[config.mk]
export PLATFORM = sky130hd
export DESIGN_NAME = mem_ctrl
export DESIGN_NICKNAME = d
export VERILOG_FILES = /design/src/rtl/mem_ctrl.sv
export SDC_FILE = /design/constraint.sdc
export NUM_CORES = 1
export LEC_CHECK = 0
export BUFFER_PORTS_ARGS = -buffer_cell sky130_fd_sc_hd__buf_2
export CAP_MARGIN = 20
export CORE_MARGIN = 8
export CORE_UTILIZATION = 25
export CTS_CLUSTER_DIAMETER = 100
export DETAILED_ROUTE_END_ITERATION = 12
export SKIP_CTS_REPAIR_TIMING = 1
export SLEW_MARGIN = 40
export SYNTH_ARGS = -nofsm -noshare
export SYNTH_HDL_FRONTEND = slang
export SYNTH_SLANG_ARGS = --single-unit
export TNS_END_PERCENT = 1
[constraint.sdc]
create_clock -name clk -period 1.9 [get_ports clk]
set_input_delay 0.475 -clock clk [delete_from_list [all_inputs] [get_ports clk]]
set_output_delay 0.475 -clock clk [all_outputs]
set_load 0.01 [all_outputs]
[src/rtl/mem_ctrl.sv]
// mem_ctrl: arbiter master port to synchronous single-port SRAM sequencer.
// Optional range check on accept: define MEMC_RANGE_CHK_EN.
module mem_ctrl #(
  parameter int AW     = 16,
  parameter int RD_LAT = 2,
  parameter int WR_LAT = 1,
  parameter int GAP    = 2
) (
  input  logic          clk,
  input  logic          reset,
  input  logic [63:0]   addr_m,
  input  logic [63:0]   dout_m,
  output logic [63:0]   din_m,
  input  logic          req_m,
  input  logic          wr_m,
  output logic          rdy_m,
  output logic          err_m,
  output logic [AW-1:0] mem_addr,
  output logic [63:0]   mem_wdata,
  input  logic [63:0]   mem_rdata,
  output logic          mem_ce,
  output logic          mem_we
);

  typedef enum logic [2:0] {
    S_IDLE,
    S_ACC,
    S_WAIT,
    S_DONE,
    S_GAP
  } state_t;

  localparam logic [7:0] RD_L = 8'(RD_LAT - 1);
  localparam logic [7:0] WR_L = 8'(WR_LAT - 1);
  localparam logic [7:0] GP_L = 8'(GAP - 1);

  state_t          r_state;
  logic [7:0]      r_cnt;
  logic            r_wr;
  logic            r_bad;
  logic            r_err;
  logic            r_rdy;
  logic            r_ce;
  logic            r_we;
  logic [63:0]     r_din;
  logic [63:0]     r_wdata;
  logic [AW-1:0]   r_addr;

  logic            w_open;
  logic            w_bad;

  // Accept window: idle, last gap cycle, or done when there is no gap.
  always_comb begin
    w_open = 1'b0;
    if (r_state == S_IDLE)
      w_open = 1'b1;
    else if (r_state == S_GAP && r_cnt == 8'd0)
      w_open = 1'b1;
    else if (r_state == S_DONE && GAP == 0)
      w_open = 1'b1;
  end

`ifdef MEMC_RANGE_CHK_EN
  // Out-of-range high bits or a non word-aligned byte address.
  always_comb begin
    w_bad = (|addr_m[63:AW+3]) | (|addr_m[2:0]);
  end
`else
  logic w_unused;

  // Ignored address bits simply alias onto the word address.
  always_comb begin
    w_bad    = 1'b0;
    w_unused = ^{addr_m[63:AW+3], addr_m[2:0]};
  end
`endif

  // Transaction FSM with all outputs registered.
  always_ff @(posedge clk) begin
    if (reset) begin
      r_state <= S_IDLE;
      r_cnt   <= '0;
      r_wr    <= 1'b0;
      r_bad   <= 1'b0;
      r_err   <= 1'b0;
      r_rdy   <= 1'b0;
      r_ce    <= 1'b0;
      r_we    <= 1'b0;
      r_din   <= '0;
      r_wdata <= '0;
      r_addr  <= '0;
    end else begin
      r_rdy <= 1'b0;
      r_err <= 1'b0;
      case (r_state)
        S_ACC: begin
          r_ce <= 1'b0;
          r_we <= 1'b0;
          if (r_bad) begin
            r_bad   <= 1'b0;
            r_din   <= '0;
            r_err   <= 1'b1;
            r_rdy   <= 1'b1;
            r_state <= S_DONE;
          end else begin
            r_cnt   <= r_wr ? WR_L : RD_L;
            r_state <= S_WAIT;
          end
        end
        S_WAIT: begin
          if (r_cnt == 8'd0) begin
            r_rdy   <= 1'b1;
            r_state <= S_DONE;
            if (!r_wr)
              r_din <= mem_rdata;
          end else begin
            r_cnt <= r_cnt - 8'd1;
          end
        end
        S_DONE: begin
          if (GAP == 0) begin
            r_state <= S_IDLE;
          end else begin
            r_cnt   <= GP_L;
            r_state <= S_GAP;
          end
        end
        S_GAP: begin
          if (r_cnt == 8'd0)
            r_state <= S_IDLE;
          else
            r_cnt <= r_cnt - 8'd1;
        end
        default: ;
      endcase
      if (w_open && req_m) begin
        r_addr  <= addr_m[AW+2:3];
        r_wr    <= wr_m;
        r_wdata <= dout_m;
        r_bad   <= w_bad;
        r_ce    <= ~w_bad;
        r_we    <= wr_m & ~w_bad;
        r_state <= S_ACC;
      end
    end
  end

  assign din_m     = r_din;
  assign rdy_m     = r_rdy;
  assign err_m     = r_err;
  assign mem_addr  = r_addr;
  assign mem_wdata = r_wdata;
  assign mem_ce    = r_ce;
  assign mem_we    = r_we;

endmodule
==> qor.csv <==
metric,value,unit
number of global-route vias before repair,5569,
Vias per Instance,4.18,
total via count after detailed routing,5690,
Placed Cells,1317,
Clock H-tree levels,4,
areal power density over the cells,1250,mW/mm^2
number of distinct library cells after synthesis,42,
worst skew pair latency,0.42,ns
starting density of the core,0.255,
"Critical Path, Cell by Cell",inv_2 > ha_4 > nor4b_4 > nand2_2 > a211oi_4 > buf_6 > clkbuf_16 > mux2i_1,
critical path start-end classification,register to register,
largest area contributor in the synthesized netlist,sky130_fd_sc_hd__dfxtp_1,
number of synthesis warnings,0,
Pleak,0.00418,uW
number of buffers on the longest clock path,2,
largest cells by area after synthesis,"sky130_fd_sc_hd__dfxtp_1, sky130_fd_sc_hd__nand2b_1, sky130_fd_sc_hd__mux2i_1",
layout net count,1211,
"CP delay by family, top",buffers and inverters,
clock sink count,159,
maximum clock frequency,0.532,GHz
register bit count reported by yosys,159,
maximum single-stage delay on the critical path,0.34,ns
total routing resource utilization after global routing,0.116,
cell area after synthesis,0.00664,sq mm
fin. max-slew vios,0,
placeable core region,0.0261,sq mm
worst hold margin,0.295,ns
number of routed nets with antenna violations,0,
Post-Route Skew,0.00923,ns
number of placement rows,59,
placed cell areas,0.00846,sq mm
Routed Wire Length,20.1,mm
Routed WL per cell,14.7,um
maximum net fanout on the critical path,7,
Setup crit start kind,register,
average size of a mapped cell,9.24,sq um
number of antenna violations at the first check in global routing,2,
critical path capture point type,register,
maximum number of pins on one net before global-route repair,133,
time the final worst path needs with I/O delays and setup,1.88,ns
Layout Area Growth over Synthesis,40.4,%
layout cell share with drive strength beyond 1,0.367,
area share of the largest cell type after synthesis,0.480,
post-synthesis net count,916,
RSZ-0062 raised after global routing,true,
final sum of negative setup slack,0,ns
vertical die dimension,179,um
Filler Cells Inserted,2725,
GRT Residual Overflow,0,
number of remaining DRC errors,0,
final number of hold-violating endpoints,0,
part of the cycle the worst path needs,0.989,
Worst path slowest cell,sky130_fd_sc_hd__dfxtp_2,
die boundary width,179,um
Finished Cell Area,0.00932,sq mm
count of TritonRoute iterations in the first routing pass,5,
Initial DRC Count,253,
max capacitance violation total,0,
cells after synthesis,718,
final setup fails,0,
detailed placer's ending HPWL,14.5,mm
worst path bufs/invs,3,
gp weighted congestion,0.772,
wire length of the first global-routing pass,29.5,mm
final cell count without fillers,1362,
clock input transition at the sequential cells of the worst setup and hold paths,0.07,ns
die footprint,0.0320,sq mm
CTS tree,done,
required time at the endpoint of the critical path,2.24,ns
number of buffers created by CTS,17,
result of the run,completed,
Root Driver,sky130_fd_sc_hd__clkbuf_16,
port buffer count,294,
# IOs,344,
sequential-to-total area share from yosys stat,0.480,
Worst IR Drop VDD,449,uV
type of the worst min-delay path,input port to register,
data arrival time of the critical path,2.22,ns
## synth_stat cells
| cell | n |
|---|---|
| sky130_fd_sc_hd__a211oi_1 | 2 |
| sky130_fd_sc_hd__nor4_1 | 1 |
| sky130_fd_sc_hd__o21ai_0 | 3 |
| sky130_fd_sc_hd__buf_12 | 8 |
| sky130_fd_sc_hd__o31a_1 | 1 |
| sky130_fd_sc_hd__nand2_1 | 131 |
| sky130_fd_sc_hd__nand3_1 | 3 |
| sky130_fd_sc_hd__xnor2_1 | 1 |
| sky130_fd_sc_hd__inv_1 | 3 |
| sky130_fd_sc_hd__a211oi_2 | 1 |
| sky130_fd_sc_hd__clkbuf_1 | 33 |
| sky130_fd_sc_hd__a21oi_1 | 70 |
| sky130_fd_sc_hd__nand4_1 | 1 |
| sky130_fd_sc_hd__buf_1 | 1 |
| sky130_fd_sc_hd__xor2_1 | 4 |
| sky130_fd_sc_hd__buf_4 | 1 |
| sky130_fd_sc_hd__or4b_2 | 1 |
| sky130_fd_sc_hd__nor4b_1 | 1 |
| sky130_fd_sc_hd__nor3_1 | 3 |
| sky130_fd_sc_hd__nor4b_4 | 1 |
| sky130_fd_sc_hd__nor2_1 | 7 |
| sky130_fd_sc_hd__mux2i_1 | 82 |
| sky130_fd_sc_hd__buf_6 | 1 |
| sky130_fd_sc_hd__buf_2 | 9 |
| sky130_fd_sc_hd__ha_1 | 2 |
| sky130_fd_sc_hd__or2_2 | 1 |
| sky130_fd_sc_hd__or3b_2 | 1 |
| sky130_fd_sc_hd__nand3b_1 | 1 |
| sky130_fd_sc_hd__and3_1 | 1 |
| sky130_fd_sc_hd__a211o_1 | 1 |
| sky130_fd_sc_hd__conb_1 | 1 |
| sky130_fd_sc_hd__o31ai_1 | 2 |
| sky130_fd_sc_hd__or4_1 | 3 |
| sky130_fd_sc_hd__nand2_2 | 1 |
| sky130_fd_sc_hd__nand2b_1 | 166 |
| sky130_fd_sc_hd__a31oi_1 | 1 |
| sky130_fd_sc_hd__or3_1 | 4 |
| sky130_fd_sc_hd__nor3_2 | 1 |
| sky130_fd_sc_hd__o211ai_1 | 1 |
| sky130_fd_sc_hd__o2111ai_1 | 2 |
| sky130_fd_sc_hd__nor2b_1 | 1 |
| sky130_fd_sc_hd__dfxtp_1 | 159 |
## worst paths after layout
kind | start | to | slack [ns] | depth (start not counted)
setup / recovery | r_cnt[1]$_SDFFE_PP0P_ | mem_wdata[52]$_SDFFE_PP0P_ | 0.02 | 8
setup reg to reg | r_cnt[1]$_SDFFE_PP0P_ | mem_wdata[52]$_SDFFE_PP0P_ | 0.02 | 8
hold reg to reg | din_m[50]$_SDFFE_PP0P_ | din_m[50]$_SDFFE_PP0P_ | 0.45 | 2
hold / removal | mem_rdata[58] | din_m[58]$_SDFFE_PP0P_ | 0.29 | 3
## final cells by class
| class | count | area, sq um | share of cell area |
|---|---|---|---|
| Antenna cell | 2 | 5.00 | 0.000537 |
| Clock buffer | 18 | 429 | 0.0461 |
| Clock inverter | 13 | 163 | 0.0175 |
| Inverter | 3 | 11.3 | 0.00121 |
| Multi-Input combinational cell | 503 | 3130 | 0.336 |
| Sequential cell | 159 | 3190 | 0.342 |
| Tap cell | 335 | 419 | 0.0450 |
| Timing Repair Buffer | 329 | 1970 | 0.212 |
## cell usage in the layout, fill, tap and decap left out, drive strengths merged, types with 2 or more instances in the layout
master,n
buf,324
nand2b,166
dfxtp,159
nand2,132
mux2i,82
a21oi,70
clkbuf,23
nor2,7
inv,7
xor2,4
or3,4
nor3,4
or4,3
o21ai,3
bufinv,3
clkinvlp,3
clkinv,3
nand3,3
a211oi,3
diode,2
o2111ai,2
o31ai,2
nor4b,2
ha,2
## state kept, by name, summed over array words and instances, names as in the netlist
name / flops
din_m: 64
mem_wdata: 64
mem_addr: 16
r_cnt: 8
r_state: 3
mem_ce: 1
mem_we: 1
r_wr: 1
rdy_m: 1
## report_power, final
| part | total (uW) | internal, uW | switching, uW |
|---|---|---|---|
| Combinational | 3830 | 1850 | 1980 |
| Clock | 3530 | 2070 | 1460 |
| Sequential | 4250 | 3930 | 321 |
## metrics by stage
step,total power (uW),worst slack [ns],util
floorplan,6500,0.0693,-
global placement,7720,0.0185,0.325
detailed placement,7800,-0.0858,0.325
CTS,11400,-0.112,0.348
global route,12300,-0.0700,0.357
finish,11600,0.0204,0.357
## worst register-to-register path: cells and delay by family (launching register included)
family	cells	cell delay [ns]
flops	1	0.34
simple gates	2	0.36
mux	1	0.18
buf+inv	3	0.49
compound gates	1	0.30
fa+ha+maj	1	0.14
## kinds of logic (layout without fill, tap and decap cells)
| logic type | after synthesis | after routing | share of synthesized area |
|---|---|---|---|
| AO/OA/AOI/OAI | 84 | 84 | 0.0688 |
| multiplexers | 82 | 82 | 0.124 |
| flip-flops | 159 | 159 | 0.480 |
| XOR/XNOR | 5 | 5 | 0.00660 |
| adder cells (fa/ha/maj) | 2 | 2 | 0.00377 |
| other | 1 | 3 | 0.000565 |
| AND/OR/NAND/NOR | 329 | 329 | 0.262 |
| buffers and inverters | 56 | 363 | 0.0547 |
## routing by layer
metal / wire (um) / GRT usage / share of wire
met5: 0 / 0 / 0
met4: 341 / 0.0448 / 0.017
met3: 1130 / 0.0282 / 0.056
met2: 10400 / 0.207 / 0.52
met1: 8210 / 0.131 / 0.41
Power figures use the tool's default switching activity.
